<file path="config.mk">
export PLATFORM = sky130hd
export DESIGN_NAME = fifo_queue
export DESIGN_NICKNAME = d
export VERILOG_FILES = /design/src/rtl/fifo_queue_pkg.sv /design/src/rtl/fifo_queue_mem.sv /design/src/rtl/fifo_queue.sv
export SDC_FILE = /design/constraint.sdc
export NUM_CORES = 1
export LEC_CHECK = 0
export CORE_MARGIN = 1.5
export CORE_UTILIZATION = 57
export DETAILED_ROUTE_END_ITERATION = 16
export PLACE_DENSITY = 0.76
export SLEW_MARGIN = 0
export SYNTH_ARGS = -nofsm -noshare
export SYNTH_HDL_FRONTEND = slang
export SYNTH_SLANG_ARGS = --single-unit
</file>
<file path="constraint.sdc">
create_clock -name clk -period 4.1 [get_ports clk]
set_input_delay 0.41 -clock clk [delete_from_list [all_inputs] [get_ports clk]]
set_output_delay 0.41 -clock clk [all_outputs]
set_load 0.02 [all_outputs]
</file>
<file path="src/rtl/fifo_queue_pkg.sv">
// Shared constants and helpers for the fifo_queue block.
// Optional feature macro: FIFO_QUEUE_FWFT_EN (first-word-fall-through read mode).
package fifo_queue_pkg;

  localparam int DEFAULT_WIDTH = 8;
  localparam int DEFAULT_DEPTH = 16;

  // Occupancy needs one extra bit so that count can reach DEPTH itself.
  function automatic int count_w(input int depth);
    return $clog2(depth) + 1;
  endfunction

endpackage

</file>
<file path="src/rtl/fifo_queue_mem.sv">
// Storage array for fifo_queue: one write port and a registered read port,
// plus a combinational head read port when FIFO_QUEUE_FWFT_EN is defined.
module fifo_queue_mem
  import fifo_queue_pkg::*;
#(
  parameter int WIDTH = DEFAULT_WIDTH,
  parameter int DEPTH = DEFAULT_DEPTH,
  parameter int AW    = $clog2(DEPTH)
) (
  input  logic             clk,
  input  logic             rst,
  input  logic             we,
  input  logic [AW-1:0]    waddr,
  input  logic [WIDTH-1:0] wdata,
  input  logic             re,
  input  logic [AW-1:0]    raddr,
  output logic [WIDTH-1:0] rdata
`ifdef FIFO_QUEUE_FWFT_EN
  ,
  input  logic [AW-1:0]    caddr,
  output logic [WIDTH-1:0] cdata
`endif
);

  logic [WIDTH-1:0] mem_q [DEPTH];
  logic [WIDTH-1:0] rdata_q;

  always_ff @(posedge clk) begin
    if (we) mem_q[waddr] <= wdata;
  end

  // The read register is cleared on reset so the popped-data output starts at zero.
  always_ff @(posedge clk) begin
    if (rst)     rdata_q <= '0;
    else if (re) rdata_q <= mem_q[raddr];
  end

  assign rdata = rdata_q;

`ifdef FIFO_QUEUE_FWFT_EN
  assign cdata = mem_q[caddr];
`endif

endmodule

</file>
<file path="src/rtl/fifo_queue.sv">
// Synchronous FIFO with occupancy count, almost flags and sticky error flags.
// Define FIFO_QUEUE_FWFT_EN for first-word-fall-through reads; default is registered reads.
module fifo_queue
  import fifo_queue_pkg::*;
#(
  parameter int WIDTH    = DEFAULT_WIDTH,
  parameter int DEPTH    = DEFAULT_DEPTH,
  parameter int AF_LEVEL = DEPTH - 2,
  parameter int AE_LEVEL = 2
) (
  input  logic                      clk,
  input  logic                      reset,
  input  logic                      wr_en,
  input  logic [WIDTH-1:0]          wr_data,
  input  logic                      rd_en,
  output logic [WIDTH-1:0]          rd_data,
  output logic                      rd_valid,
  output logic                      empty,
  output logic                      full,
  output logic                      almost_empty,
  output logic                      almost_full,
  output logic [count_w(DEPTH)-1:0] count,
  output logic                      overflow,
  output logic                      underflow
);

  localparam int AW = $clog2(DEPTH);
  localparam int CW = count_w(DEPTH);

  logic [AW-1:0]    wptr_q, wptr_d;
  logic [AW-1:0]    rptr_q, rptr_d;
  logic [CW-1:0]    count_q, count_d;
  logic             ovf_q, ovf_d;
  logic             udf_q, udf_d;
  logic             rdv_q, rdv_d;
  logic             push, pop;
  logic [WIDTH-1:0] mem_rdata;

  assign empty        = (count_q == '0);
  assign full         = (count_q == CW'(DEPTH));
  assign almost_empty = (count_q <= CW'(AE_LEVEL));
  assign almost_full  = (count_q >= CW'(AF_LEVEL));
  assign count        = count_q;
  assign overflow     = ovf_q;
  assign underflow    = udf_q;

  // Acceptance looks only at the registered flags, so a pop never frees room
  // for a push in the same cycle and vice versa.
  assign push = wr_en & ~full;
  assign pop  = rd_en & ~empty;

  always_comb begin
    wptr_d  = wptr_q;
    rptr_d  = rptr_q;
    count_d = count_q;
    ovf_d   = ovf_q;
    udf_d   = udf_q;
    rdv_d   = pop;
    if (push) wptr_d = wptr_q + AW'(1);
    if (pop)  rptr_d = rptr_q + AW'(1);
    case ({push, pop})
      2'b10:   count_d = count_q + CW'(1);
      2'b01:   count_d = count_q - CW'(1);
      default: count_d = count_q;
    endcase
    if (wr_en && full)  ovf_d = 1'b1;
    if (rd_en && empty) udf_d = 1'b1;
  end

  always_ff @(posedge clk) begin
    if (reset) begin
      wptr_q  <= '0;
      rptr_q  <= '0;
      count_q <= '0;
      ovf_q   <= 1'b0;
      udf_q   <= 1'b0;
      rdv_q   <= 1'b0;
    end else begin
      wptr_q  <= wptr_d;
      rptr_q  <= rptr_d;
      count_q <= count_d;
      ovf_q   <= ovf_d;
      udf_q   <= udf_d;
      rdv_q   <= rdv_d;
    end
  end

`ifdef FIFO_QUEUE_FWFT_EN
  logic [WIDTH-1:0] head_data;

  fifo_queue_mem #(
    .WIDTH (WIDTH),
    .DEPTH (DEPTH),
    .AW    (AW)
  ) u_mem (
    .clk   (clk),
    .rst   (reset),
    .we    (push),
    .waddr (wptr_q),
    .wdata (wr_data),
    .re    (1'b0),
    .raddr (rptr_q),
    .rdata (mem_rdata),
    .caddr (rptr_q),
    .cdata (head_data)
  );

  // Head entry is presented directly; zero while empty so reset reads as 0.
  assign rd_data  = empty ? '0 : head_data;
  assign rd_valid = ~empty;
`else
  fifo_queue_mem #(
    .WIDTH (WIDTH),
    .DEPTH (DEPTH),
    .AW    (AW)
  ) u_mem (
    .clk   (clk),
    .rst   (reset),
    .we    (push),
    .waddr (wptr_q),
    .wdata (wr_data),
    .re    (pop),
    .raddr (rptr_q),
    .rdata (mem_rdata)
  );

  assign rd_data  = mem_rdata;
  assign rd_valid = rdv_q;
`endif

endmodule

</file>
**Word-level counts from Yosys, hierarchy flattened**

Memory sizes are Yosys's and may differ from the RTL's. A register that Yosys moved wholly into a read port is not among the register bits.
Cells that the tools add are included.

- Add/subtract/negate cells: 4
- $lt $le $gt $ge: 2
- Equality and inequality tests: 3
- Muxes and demuxes: 3
- Bitwise logic cells: 4
- Reduce and logical (&&, ||, !) cells: 4

Operators with widths:

| cell | count |
|---|---|
| one-hot mux 5 bit (2 select lines) | 1 |
| adder 4 x 1 -> 4 bit (second input constant) | 2 |
| adder 5 x 1 -> 5 bit (second input constant) | 1 |
| equality test 5 bit (second input constant) | 1 |
| greater-or-equal comparator 5 x 4 -> 1 bit (second input constant) | 1 |
| less-or-equal comparator 5 x 2 -> 1 bit (second input constant) | 1 |
| zero test 5 bit | 1 |
| subtractor 5 x 1 -> 5 bit (second input constant) | 1 |
| AND 1 bit | 2 |
| equality test 2 x 1 -> 1 bit (second input constant) | 1 |
| equality test 2 bit (second input constant) | 1 |
| logical AND 1 bit | 2 |
| two-way mux 1 bit | 2 |
| NOT 1 bit | 2 |
| nonzero test 2 bit | 1 |

- Flip-flop bits (word level): 16
- Bits in writable memories: 128
- Input bits: 12
- Output and inout port bits: 20
- Word-level logic and storage cells: 27
- Memories kept: 1

Memory list:

| name | depth | bits a word | read ports | clocked after memory_dff | wr ports | line | RTL |
|---|---|---|---|---|---|---|---|
| u_mem.mem_q | 16 | 8 | 1 | 1 | 1 | fifo_queue_mem.sv:25 | `logic [WIDTH-1:0] mem_q [DEPTH];` |

**Logic depth before layout (Yosys ltp)**

- Depth in word-level cells: 5
- Mapped depth: 13
- Mapped depth without buffers: 10

**Cells and area by module**

A second synthesis with hierarchy kept.

- Cell total of the unflattened synthesis: 421
- Area total of the unflattened synthesis: 6,251.0 um^2

By module, submodules not included:

| module | instances | cells an instance | area each (um^2) | seq. area each (um^2) |
|---|---|---|---|---|
| fifo_queue_mem | 1 | 316 | 5,343.9 | 4,003.8 |
| fifo_queue | 1 | 105 | 907.1 | 320.3 |

**Worst setup path before layout**

Ideal clock, no wire load.

- Path kind: flip-flop to flip-flop
- Start point: register count_q[0] (netlist: count[0])
- End point: register count_q[2] (netlist: count[2])
- Library setup time: 73 ps
- Arrival time: 2,809 ps
- Required time: 4,027 ps
- Setup slack: 1,218 ps
- Stages on the path, launching flop included: 14
- Path buffers: 3
- Period minus slack after synthesis: 2,882 ps
- Path through: dfxtp_1 -> or4_1 -> buf_4 -> o21ai_4 -> inv_1 -> buf_6 -> ha_1 -> clkbuf_1 -> xor2_1 -> ha_1 -> a21oi_1 -> xnor2_1 -> or3_1 -> a21oi_1

- Longest elaborated chain between the ends: 5
- Elaborated cells on any way between the ends: 12
- Classes of those cells: 2 x add/sub; 3 x eq/ne; 1 x mux; 4 x bitwise; 2 x reduce/logical

Ends and longest elaborated chain:

| element | line | RTL |
|---|---|---|
| start, declared | fifo_queue.sv:32 | `logic [CW-1:0] count_q, count_d;` |
| start signal, assigned | fifo_queue.sv:81 | `count_q <= count_d;` |
| zero test 5 bit (*) | fifo_queue.sv:39 | `assign empty = (count_q == '0);` |
| NOT 1 bit (*) | fifo_queue.sv:50 | `assign pop = rd_en & ~empty;` |
| AND 1 bit (*) | fifo_queue.sv:50 |  |
| net pop | fifo_queue.sv:36 | `logic push, pop;` |
| equality test 2 x 1 -> 1 bit or equality test 2 bit (tied branches) | fifo_queue.sv:61 | `case ({push, pop})` |
| one-hot mux 5 bit (2 select lines) or nonzero test 2 bit (tied branches) | n/a |  |

The timed path passes the listed nets; every way through them passes the cells marked *.
A chain may end at the register's enable or synchronous reset.

**Final worst setup path**

- Start point: register count_q[2] (netlist: count[2])
- End point: register count_q[4] (netlist: count[4])

- Longest elaborated chain between the ends: 5
- Elaborated cells on any way between the ends: 12
- Classes of those cells: 2 x add/sub; 3 x eq/ne; 1 x mux; 4 x bitwise; 2 x reduce/logical

Ends and longest elaborated chain:

| element | line |
|---|---|
| equality test 5 bit or zero test 5 bit (tied branches) | fifo_queue.sv:40, fifo_queue.sv:39 |
| NOT 1 bit (on tied branches) | fifo_queue.sv:49, fifo_queue.sv:50 |
| AND 1 bit (on tied branches) | fifo_queue.sv:49, fifo_queue.sv:50 |
| equality test 2 x 1 -> 1 bit or equality test 2 bit (tied branches) | fifo_queue.sv:61 |
| one-hot mux 5 bit (2 select lines) or nonzero test 2 bit (tied branches) | n/a |

Parallel ways exist; a longest one is shown, timed or not.

==> impl_metrics.yaml <==
outcome:
  status: "complete, no violations"
power_and_ir_drop:
  p_leak_nw: 2.33
  clkPwrFrac: 0.326
  ir_worst_vdd_mv: 0.367
  internal_power_mw: 3.23
  switchingPower_mw: 1.40
  p_sw_frac: 0.303
  power.share.sequential: 0.428
  power_frac_comb: 0.246
  p_per_area_nw_per_um2: 648
setup_path:
  cp_slowest_cell: "or4_1"
  crit_path_max_fanout: 13
  path_class: "flip-flop to flip-flop"
  start_kind: "flip-flop"
  critPathBufInv: 1
  max_stage_delay_ns: 0.69
  required_ns: 4.50
  cp_top_family: "compound AO/OA/AOI/OAI gates"
  arrival_ns: 3.71
  cp_cell_sequence: "or4_1, o21ai_4, inv_1, ha_1, xor2_1, ha_1, a211o_1, a21oi_1, a211o_1, nand3_1"
  crit_path_end_kind: "flip-flop"
yosys:
  postSynth.asyncResetShare: 0
  yosys_warnings: 0
  ys_ff_latch: 152
  synth_largest_area_cell: "edfxtp_1"
  seq_area_frac_synth: 0.697
  synth_edf_count: 128
  synth_fp_nets: 399
  synth_flop_cell: "edfxtp_1"
  synth.avg_cell_area_sq_um: 16.4
  synth_cell_type_count: 47
  synth.cell_area_sq_um: 6200
  synth_top_area_frac: 0.620
  synthTopCellsByArea: "edfxtp_1 62%, mux4_2 8.4%, dfxtp_1 7.7%, mux2i_1 2.9%, nor2_1 2.1%"
  syn_inst: 378
clock_network:
  cts_tree: "built"
  clock_latency_ns: 0.53
  ctsHoldBuffers: 0
  cts.reportedPaths.clkPinSlew_ns: 0.06
  cts_inserted_buffers: 17
  cts_setup_buffers: 0
  cts_resized: 0
  cts-root-buf: "clkbuf_8"
  h-tree-depth: 4
  max-clock-path-buffers: 2
  cts.sinks: 152
finish:
  layout_commonest_cell: "edfxtp_1"
  syn_to_final_growth_pct: 15.4
  final_cells: 556
  drive_above_1_share: 0.171
  antenna_cells: 0
  fin_area_sq_um: 7160
  final_cell_mix: "128 x edfxtp_1, 35 x nor2_1, 31 x clkdlybuf4s50_1"
  nets: 428
sta:
  worstMarginPinSlew_ns: 1.17
  timing.final.crit_share: 0.809
  hold_viol_final: 0
  slew_headroom: 0.221
  slew_viol_final: 0
  clock.fmax_ghz: 0.301
  setup_viol: 0
  setup_tns_ns: 0
  fin_skew_ns: 0.0192
  min_period_ns: 3.32
  rsz0062_at_grt: "no"
floorplanning:
  die_w_um: 107
  core_area_sq_um: 10500
  dieArea_sq_um: 11500
  io_pins: 32
  initial_core_util: 0.593
  die_y_um: 107
  fp-row-count: 37
drt:
  dr.first_iter.drc_count: 281
  drc: 0
  ant_nets: 0
  drt-pass1-iter-count: 4
  vias_per_cell: 6.02
  drt-total-wl_um: 11800
  wl_per_cell_um: 21.3
  vias: 3349
global_route:
  grt_max_degree: 31
  overflow: 0
  grt_usage: 0.221
  antenna_found_initial: 0
  grt_pass1_wl_um: 18200
  grt_pass1_vias: 3293
placed_design:
  place_area_sq_um: 6580
  dpl.hpwl_um: 7300
  place_inst: 524
  io_buffer_count: 31
  place.gp.congestion: 0.778
min_path:
  hp-class: "flip-flop to flip-flop"
run:
  drv_cap: 0
## stage by stage
step           utilization  power (mW)  setup slack [ns]  hold WS (ns)
6_report             0.684        4.64             0.783         0.467
3_5_place_dp         0.629        3.13             0.805         0.465
2_1_floorplan            -        2.80              1.22         0.509
4_1_cts              0.684        4.66             0.783         0.479
5_1_grt              0.684        4.81             0.590         0.511
3_3_place_gp         0.629        3.11             0.916         0.452
## registers in the layout, indices dropped and copies added (netlist names)
signal / cells
u_mem.mem_q: 128
u_mem.rdata: 8
count: 5
rptr_q: 4
wptr_q: 4
overflow: 1
rd_valid: 1
underflow: 1
## final timing paths
check	from	endpoint	slack, ns	depth (start not counted)
worst max-delay path	count[2]	count[4]	0.78	10
worst min-delay path	overflow	overflow	0.47	2
worst max register to register	count[2]	count[4]	0.78	10
worst min register to register	overflow	overflow	0.47	2
## metal layers
layer  share of wire  wire (um)  GRT usage  up-vias
li1                -          -          -     1539
met4          0.0094        111     0.0743        0
met1            0.43       5140      0.309     1689
met5               0          0          0        -
met3           0.057        680     0.0478       13
met2            0.50       5910      0.349      108
## worst min-delay path, stage by stage, from the launching register on
cell and delay (ns):
dfxtp_1 0.32, a21oi_1 0.04, nor2_1 0.07
## synth_stat cells, types with 3 or more instances
master      n
a211o_1     3
a211oi_1    7
a211oi_2    7
a21oi_1     8
a22oi_1     8
buf_1       3
buf_2       7
buf_6       4
clkbuf_1   11
dfxtp_1    24
edfxtp_1  128
ha_1        9
inv_1       8
mux2i_1    18
mux4_2     23
nand2_1    14
nand2b_1    4
nor2_1     35
nor3_1      5
o211ai_1    3
o22ai_1     9
or3_1       3
xor2_1      6
## power by group through the flow
stage          clock network (mW)  registers [mW]  logic, mW
2_1_floorplan                   0            1.96      0.844
3_3_place_gp                    0            2.01       1.10
3_5_place_dp                    0            2.02       1.12
4_1_cts                      1.53            1.99       1.14
5_1_grt                      1.59            2.01       1.21
6_report                     1.51            1.98       1.14
## kinds of logic after synthesis
kind of cell    synth area share
simple gates              0.0529
xor+xnor                  0.0113
compound gates            0.0767
mux                        0.116
flops                      0.697
buf+inv                   0.0274
fa+ha+maj                 0.0182
## final cells by class
| cell class | instances | area [sq um] |
|---|---|---|
| clock buffer | 21 | 439 |
| clock inverter | 11 | 138 |
| fill | 683 | 3300 |
| inverter | 8 | 30.0 |
| multi-input combinational | 192 | 1710 |
| sequential | 152 | 4330 |
| tap | 136 | 170 |
| timing repair buffer | 36 | 348 |
Note: power is estimated with default switching activity, not from simulation.
